[config.mk]
export PLATFORM = sky130hd
export DESIGN_NAME = sample_requester
export DESIGN_NICKNAME = d
export VERILOG_FILES = /design/src/rtl/sample_requester.sv
export SDC_FILE = /design/constraint.sdc
export NUM_CORES = 1
export LEC_CHECK = 0
export BUFFER_PORTS_ARGS = -buffer_cell sky130_fd_sc_hd__buf_2
export CAP_MARGIN = 20
export CORE_MARGIN = 2
export CORE_UTILIZATION = 44
export CTS_CLUSTER_DIAMETER = 200
export DETAILED_ROUTE_END_ITERATION = 8
export HOLD_SLACK_MARGIN = 0.05
export PLACE_DENSITY = 0.74
export SLEW_MARGIN = 20
export SYNTH_ARGS = -nofsm -noshare
export SYNTH_HDL_FRONTEND = slang
export SYNTH_SLANG_ARGS = --single-unit
[constraint.sdc]
create_clock -name clk -period 3.4 [get_ports clk]
set_clock_uncertainty 0.15 [all_clocks]
set_input_delay 0 -clock clk [delete_from_list [all_inputs] [get_ports clk]]
set_output_delay 0 -clock clk [all_outputs]
set_load 0.02 [all_outputs]
[src/rtl/sample_requester.sv]
`default_nettype none
// ============================================================================
// Module  : sample_requester
// Purpose : Consumer end of the sine_reader request/response interface.
//           Raises a one-cycle generate_next at a fixed sample interval,
//           captures the returned sample on sample_ready, and buffers it in
//           a small FIFO. The FIFO drains downstream through a valid/ready
//           handshake. Lost requests, response timeouts and FIFO overflow
//           are reported on sticky flags and a saturating drop counter.
// Ports   : clk           system clock
//           reset         synchronous, active-low reset
//           enable        allow new requests (period counter runs)
//           clear_err     clears sticky flags and drop_count
//           generate_next one-cycle request pulse to sine_reader
//           sample_ready  one-cycle response strobe from sine_reader
//           sample        signed 16-bit sample, valid with sample_ready
//           out_valid     FIFO non-empty
//           out_ready     downstream accepts the head entry
//           out_sample    FIFO head (0 while empty)
//           overflow      sticky: sample dropped because the FIFO was full
//           timeout_err   sticky: request got no response within TIMEOUT
//           overrun       sticky: tick arrived while a request was pending
//           drop_count    saturating count of the three events above
// Revision: 1.0 - initial release
// ============================================================================
module sample_requester #(
  parameter int SAMPLE_PERIOD = 16,
  parameter int TIMEOUT       = 8,
  parameter int FIFO_DEPTH    = 4
) (
  input  logic        clk,
  input  logic        reset,
  input  logic        enable,
  input  logic        clear_err,
  output logic        generate_next,
  input  logic        sample_ready,
  input  logic [15:0] sample,
  output logic        out_valid,
  input  logic        out_ready,
  output logic [15:0] out_sample,
  output logic        overflow,
  output logic        timeout_err,
  output logic        overrun,
  output logic [7:0]  drop_count
);

  localparam int CW = $clog2(SAMPLE_PERIOD);
  localparam int WW = (TIMEOUT > 1) ? $clog2(TIMEOUT) : 1;
  localparam int AW = $clog2(FIFO_DEPTH);
  localparam int PW = AW + 1;

  localparam logic [CW-1:0] PERIOD_LAST = CW'(SAMPLE_PERIOD - 1);
  localparam logic [WW-1:0] WAIT_LAST   = WW'(TIMEOUT - 1);

  typedef enum logic [1:0] {
    S_IDLE = 2'd0,
    S_REQ  = 2'd1,
    S_WAIT = 2'd2
  } state_t;

  // --------------------------------------------------------------------------
  // Period counter
  // --------------------------------------------------------------------------
  logic [CW-1:0] period_cnt;
  logic          tick;

  assign tick = enable && (period_cnt == PERIOD_LAST);

  always_ff @(posedge clk) begin
    if (!reset) begin
      period_cnt <= '0;
    end else if (!enable || tick) begin
      period_cnt <= '0;
    end else begin
      period_cnt <= period_cnt + CW'(1);
    end
  end

  // --------------------------------------------------------------------------
  // Request FSM
  // --------------------------------------------------------------------------
  state_t        state, state_nxt;
  logic [WW-1:0] wait_cnt, wait_cnt_nxt;
  logic          capture;
  logic          timeout_evt;
  logic          overrun_evt;

  always_ff @(posedge clk) begin
    if (!reset) begin
      state    <= S_IDLE;
      wait_cnt <= '0;
    end else begin
      state    <= state_nxt;
      wait_cnt <= wait_cnt_nxt;
    end
  end

  always_comb begin
    state_nxt     = state;
    wait_cnt_nxt  = wait_cnt;
    generate_next = 1'b0;
    capture       = 1'b0;
    timeout_evt   = 1'b0;
    unique case (state)
      S_IDLE: begin
        if (tick) state_nxt = S_REQ;
      end
      S_REQ: begin
        generate_next = 1'b1;
        wait_cnt_nxt  = '0;
        state_nxt     = S_WAIT;
      end
      S_WAIT: begin
        // A response in the last allowed cycle still wins over the timeout.
        if (sample_ready) begin
          capture   = 1'b1;
          state_nxt = S_IDLE;
        end else if (wait_cnt == WAIT_LAST) begin
          timeout_evt = 1'b1;
          state_nxt   = S_IDLE;
        end else begin
          wait_cnt_nxt = wait_cnt + WW'(1);
        end
      end
      default: begin
        state_nxt = S_IDLE;
      end
    endcase
  end

  // A tick that lands on an outstanding request is skipped, not queued.
  assign overrun_evt = tick && (state != S_IDLE);

  // --------------------------------------------------------------------------
  // Output FIFO (pointers carry an extra wrap bit for full/empty detection)
  // --------------------------------------------------------------------------
  logic [15:0]   mem [FIFO_DEPTH];
  logic [PW-1:0] wr_ptr, rd_ptr;
  logic          fifo_empty, fifo_full;
  logic          push, pop;
  logic          overflow_evt;

  assign fifo_empty = (wr_ptr == rd_ptr);
  assign fifo_full  = (wr_ptr[AW] != rd_ptr[AW]) &&
                      (wr_ptr[AW-1:0] == rd_ptr[AW-1:0]);

  assign out_valid    = !fifo_empty;
  assign pop          = out_valid && out_ready;
  // When full, a simultaneous pop frees the slot being written this edge.
  assign push         = capture && (!fifo_full || pop);
  assign overflow_evt = capture && fifo_full && !pop;

  assign out_sample = out_valid ? mem[rd_ptr[AW-1:0]] : 16'h0000;

  always_ff @(posedge clk) begin
    if (reset && push) begin
      mem[wr_ptr[AW-1:0]] <= sample;
    end
  end

  always_ff @(posedge clk) begin
    if (!reset) begin
      wr_ptr <= '0;
      rd_ptr <= '0;
    end else begin
      if (push) wr_ptr <= wr_ptr + PW'(1);
      if (pop)  rd_ptr <= rd_ptr + PW'(1);
    end
  end

  // --------------------------------------------------------------------------
  // Sticky flags and drop counter
  // --------------------------------------------------------------------------
  logic [1:0] n_evt;
  logic [8:0] drop_sum;
  logic [7:0] drop_sat;

  assign n_evt    = {1'b0, overflow_evt} + {1'b0, timeout_evt} + {1'b0, overrun_evt};
  assign drop_sum = {1'b0, drop_count} + {7'd0, n_evt};
  assign drop_sat = drop_sum[8] ? 8'hFF : drop_sum[7:0];

  always_ff @(posedge clk) begin
    if (!reset) begin
      overflow    <= 1'b0;
      timeout_err <= 1'b0;
      overrun     <= 1'b0;
      drop_count  <= 8'd0;
    end else if (clear_err) begin
      // Events in the clearing cycle survive the clear.
      overflow    <= overflow_evt;
      timeout_err <= timeout_evt;
      overrun     <= overrun_evt;
      drop_count  <= {6'd0, n_evt};
    end else begin
      overflow    <= overflow    | overflow_evt;
      timeout_err <= timeout_err | timeout_evt;
      overrun     <= overrun     | overrun_evt;
      drop_count  <= drop_sat;
    end
  end

endmodule
`default_nettype wire
; ---- After elaboration in Yosys (flattened, before gate mapping)
; Memories as Yosys holds them, arrays and structs flattened. A register that Yosys moved wholly into a read port is not among the register bits.
; Index checks and enable logic that the tools add are counted.
[word_totals]
n_memories = 1
out_inout_bits = 29
ff_bits = 26
ramBits = 64
inputBits = 22
[mem_list]
columns = name, words, width, rd, rd_clocked_by_memory_dff, wr, line_no
row1 = mem, 4, 16, 1, 1, 1, 137  ; logic [15:0] mem [FIFO_DEPTH];
[op_classes]
n_mux = 23
bitwise = 4
addsub = 7
reduce_logical = 21
n_eq_ne = 11
[op_table]
columns = operator, count
row1 = $mux 16, 1
row2 = $mux 2, 6
row3 = $mux 1, 11
row4 = $add 3x1->3 const B, 3
row5 = $add 8x2->9, 1
row6 = $logic_and 1x1->1, 8
row7 = $mux 8, 1
row8 = $mux 3, 2
row9 = $ne 2x2->1 const B, 3
row10 = $pmux 2 s3, 1
row11 = $pmux 3 s2, 1
row12 = $add 4x1->4 const B, 1
row13 = $eq 4x4->1 const B, 1
row14 = $logic_not 1->1, 4
row15 = $reduce_bool 2->1, 2
row16 = $reduce_or 2->1, 2
row17 = $eq 3x3->1, 1
row18 = $eq 3x3->1 const B, 1
row19 = $ne 3x3->1 const B, 1
row20 = $or 1x1->1, 3
row21 = $reduce_and 3->1, 1
row22 = $add 1x1->2, 1
row23 = $add 2x1->2, 1
row24 = $eq 2x1->1 const B, 1
row25 = 7 further kinds, 8

; ---- Depth between registers and ports, before layout
[logic_depth]
depth_word = 10
depth_mapped = 11
mapped_depth_nobuf = 11

; ---- Worst setup path before layout
; OpenSTA, ideal clock, no wires.
[synth_path]
path_type = reg2reg
start = register period_cnt[0]
end = register drop_count[0]
setup_slack_ps = 570
t_required_ps = 3155
arrival_time_ps = 2584
path_stages_with_launch = 11
path_cell_list = dfxtp_1 -> ha_1 -> nand3_1 -> or2_2 -> fa_1 -> inv_1 -> ha_1 -> fa_1 -> nand4_1 -> or2_2 -> a221oi_1
[synth_via]
elab_chain_len = 7
[synth_lines]
columns = element, line_no
row1 = "start, declared", 64  ; logic [CW-1:0] period_cnt;
row2 = "start signal, assigned", 75  ; period_cnt <= period_cnt + CW'(1);
row3 = $eq 4x4->1 (*), 67  ; assign tick = enable && (period_cnt == PERIOD_LAST);
row4 = $logic_and 1x1->1 (*), 67
row5 = $logic_and 1x1->1 (*), 132  ; assign overrun_evt = tick && (state != S_IDLE);
row6 = $add 2x1->2 (*), 178  ; assign n_evt = {1'b0, overflow_evt} + {1'b0, timeout_evt} + {1'b0, overrun_evt};
row7 = $add 8x2->9, 179  ; assign drop_sum = {1'b0, drop_count} + {7'd0, n_evt};
row8 = $mux 8, 180  ; assign drop_sat = drop_sum[8] ? 8'hFF : drop_sum[7:0];
row9 = $mux 2 (*), 188  ; end else if (clear_err) begin
row10 = "end signal, assigned", 193  ; drop_count <= {6'd0, n_evt};
row11 = "end signal, assigned", 198  ; drop_count <= drop_sat;
row12 = "end, declared", 44  ; output logic [7:0] drop_count
; Every way passes the cells marked *; elsewhere a longest branch is shown, timed or not.
; A chain may end at the register's enable or synchronous reset.

; ---- Final worst setup path
[layout_path]
start = register wr_ptr[1]
end = register drop_count[1]
[layout_via]
elab_chain_len = 10
word_cells_on_any_way = 13
cone_classes = 3 x add/sub / 2 x eq/ne / 2 x mux / 6 x reduce/logical
[layout_lines]
columns = element, line_no
row1 = "start, declared", 138  ; logic [PW-1:0] wr_ptr, rd_ptr;
row2 = "start signal, assigned", 166  ; if (push) wr_ptr <= wr_ptr + PW'(1);
row3 = $eq 3x3->1, 143  ; assign fifo_empty = (wr_ptr == rd_ptr);
row4 = $logic_not 1->1, 147  ; assign out_valid = !fifo_empty;
row5 = $logic_and 1x1->1, 148  ; assign pop = out_valid && out_ready;
row6 = $logic_not 1->1, 151  ; assign overflow_evt = capture && fifo_full && !pop;
row7 = $logic_and 1x1->1 (*), 151
row8 = $add 1x1->2 (*), 178
row9 = $add 2x1->2 (*), 178
row10 = $add 8x2->9, 179
row11 = $mux 8, 180
row12 = $mux 2 (*), 188
; Marks and branches as above.

==> impl_metrics.toml <==
[timing]
period_share_pct = 90.2
period_needed_ns = 3.07
hold_violations = 0
fin_tns_setup_ns = 0
maxClockFrequency_mhz = 326
rsz0062_at_grt = "false"
relSlewSlack_pct = 45.7
maxSlewViolCount = 0
fin_ws_ns = 0.334
worstMarginPinSlew_ns = 0.810
final-setup-viol-count = 0

[power_and_ir_drop]
power_frac_comb_pct = 2.8
peakVddDrop_mv = 0.255
swShare_pct = 20.9
power_density_mw_per_mm2 = 432
clock_power_share_pct = 37.0
p_int_mw = 1.57
leakage_nw = 1.71
seq_power_share_pct = 60.2
p_switching_mw = 0.415
total_power_mw = 1.99

[critical_path]
startpoint_type = "flop"
critPathArrivalTime_ns = 3.17
rrSetupSlack_ns = 0.33
critPathCaptureType = "flop"
critPathKind = "reg -> reg"
path_max_fanout = 5
critPathRequiredTime_ns = 3.51

[floorplan]
pin_count = 51
core-area_mm2 = 0.00830
dieWidth_um = 96.8
die_h_um = 96.8
fp-row-count = 33
dieArea_mm2 = 0.00936
initial_core_util_pct = 45.6

[logic_synthesis]
synth_seq_area_share_pct = 65.6
syn_avg_cell_area_um2 = 15.1
synth_fp_nets = 284
synth_seq_cells = 92
syn-instance-count = 250
yosys_warnings = 0
synth_cell_types = 38
ys.flop_type = "edfxtp_1"
synth_edf_count = 64
synthArstFlopShare_pct = 0
synth_area_mm2 = 0.00379

[run_status]
status = "finished, final reports clean"

[clocking]
clockBufferDepth = 2
numCtsBuffers = 9
clock_latency_ns = 0.35
clkSlewWorstSetupHoldPaths_ns = 0.09
cts_resized = 0
htreeDepth = 3
clkSinkCount = 92
clock-root-buffer = "clkbuf_8"
cts_tree = "yes"

[detailed_routing]
first_pass_iters = 4
routedWlPerCell_um = 14.8
antenna_left = 0
routed_wirelength_um = 6520
vias = 2240
drt_iter0_drc = 80
routed_via_density = 5.07
drcViolationCount = 0

[placed_design]
dp.final_hpwl_um = 4190
port_buffers = 50
gp_congestion = 0.741
place_ws_ns = 0.312

[final_layout]
layout_common_cells = "edfxtp_1, buf_2, dfxtp_1"
finalNetCount = 366
layout.cells.most_common = "edfxtp_1"
diodes = 0
area_growth_pct = 21.6
drive_gt1_share_pct = 27.9

[global_route]
grt_usage_pct = 14.7
antenna_found_initial = 0
grt_pass1_vias = 2217
gr-total-overflow = 0
grt_max_degree = 17
grt_first_pass_wirelength_um = 10800

[job]
max-cap-violations = 0

[worst_hold_path]
hp-class = "in -> reg"
registers in the layout (all words and copies together), names as in the netlist, named ones only:
register     cells
mem             64
drop_count       8
period_cnt       4
rd_ptr           3
wait_cnt         3
wr_ptr           3
state            2
overflow         1
overrun          1
timeout_err      1
Yosys cell counts (3+ instances only):
| cell | n | area [um^2] |
|---|---|---|
| nor2_1 | 20 | 75.1 |
| inv_1 | 10 | 37.5 |
| ha_1 | 10 | 125 |
| nor3_1 | 4 | 20.0 |
| mux4_2 | 16 | 360 |
| xnor2_1 | 6 | 52.6 |
| a21oi_1 | 11 | 55.1 |
| dfxtp_1 | 28 | 561 |
| and2b_1 | 7 | 52.6 |
| and2_1 | 3 | 18.8 |
| nor2b_1 | 10 | 62.6 |
| nand3_1 | 10 | 50.1 |
| xor2_1 | 5 | 43.8 |
| edfxtp_1 | 64 | 1920 |
| clkbuf_1 | 3 | 11.3 |
| nand2_1 | 8 | 30.0 |
| o21ai_0 | 5 | 25.0 |
| nand2b_1 | 5 | 31.3 |
critical path, cell delays in order, from the launching register on:
cell and delay, ns:
dfxtp_1 0.50, xor2_4 0.15, nor4_1 0.24, nand2_1 0.14
fa_1 0.50, inv_1 0.08, ha_1 0.17, fa_1 0.23
nand4_1 0.17, or2_2 0.39, a221oi_1 0.26
path summary, 6_finish.rpt:
check	cells after the start	to	from
worst max-delay path	10	drop_count[1]	wr_ptr[1]
worst min-delay path	2	mem[2][6]	sample[6]
worst max register to register	10	drop_count[1]	wr_ptr[1]
worst min register to register	1	period_cnt[0]	period_cnt[0]
logic make-up after synthesis:
kind of cell    count (synthesis)  synth area share (%)
buf+inv                        17                  1.85
simple gates                   79                  11.4
fa+ha+maj                      12                  4.36
mux                            17                  9.78
xor+xnor                       12                  3.27
compound gates                 21                  3.73
flops                          92                  65.6
power by group through the flow:
stage                     registers, mW  clock network (mW)  logic [mW]
final                              1.20               0.735      0.0558
after global routing               1.20               0.806      0.0618
after CTS                          1.20               0.758      0.0557
after detailed placement           1.22                   0      0.0360
after global placement             1.22                   0      0.0342
after floorplan                    1.23                   0     0.00977
metrics by stage:
| step | cells | area, um^2 | hold slack, ns | utilization, % |
|---|---|---|---|---|
| 3_5_place_dp | 404 | 4190 | 0.0681 | 50.4 |
| 5_1_grt | 442 | 4600 | 0.228 | 55.5 |
| 4_1_cts | 442 | 4600 | 0.223 | 55.5 |
| 3_3_place_gp | 404 | 4190 | 0.0671 | 50.4 |
| 2_1_floorplan | 250 | 3790 | -0.0511 | - |
| 6_report | 442 | 4600 | 0.238 | 55.5 |
cell type report:
type | count | area (um^2)
timing repair buffer | 78 | 515
fill | 686 | 3690
tap | 105 | 131
sequential | 92 | 2480
clock buffer | 10 | 128
inverter | 10 | 37.5
multi-input combinational | 141 | 1240
clock inverter | 6 | 71.3
per-layer routing:
metal | up-vias | routed length, um | GRT usage, %
li1 | 1088 | - | -
met1 | 1085 | 3020 | 18.9
met2 | 60 | 3110 | 24.0
met3 | 7 | 316 | 4.12
met4 | 0 | 71 | 4.88
met5 | - | 0 | 0
repair_timing:
item	in CTS	in global routing
hold buffers	22	0
hold endpoints to repair	92	0
setup buffers	0	0
Power figures use the tool's default switching activity.
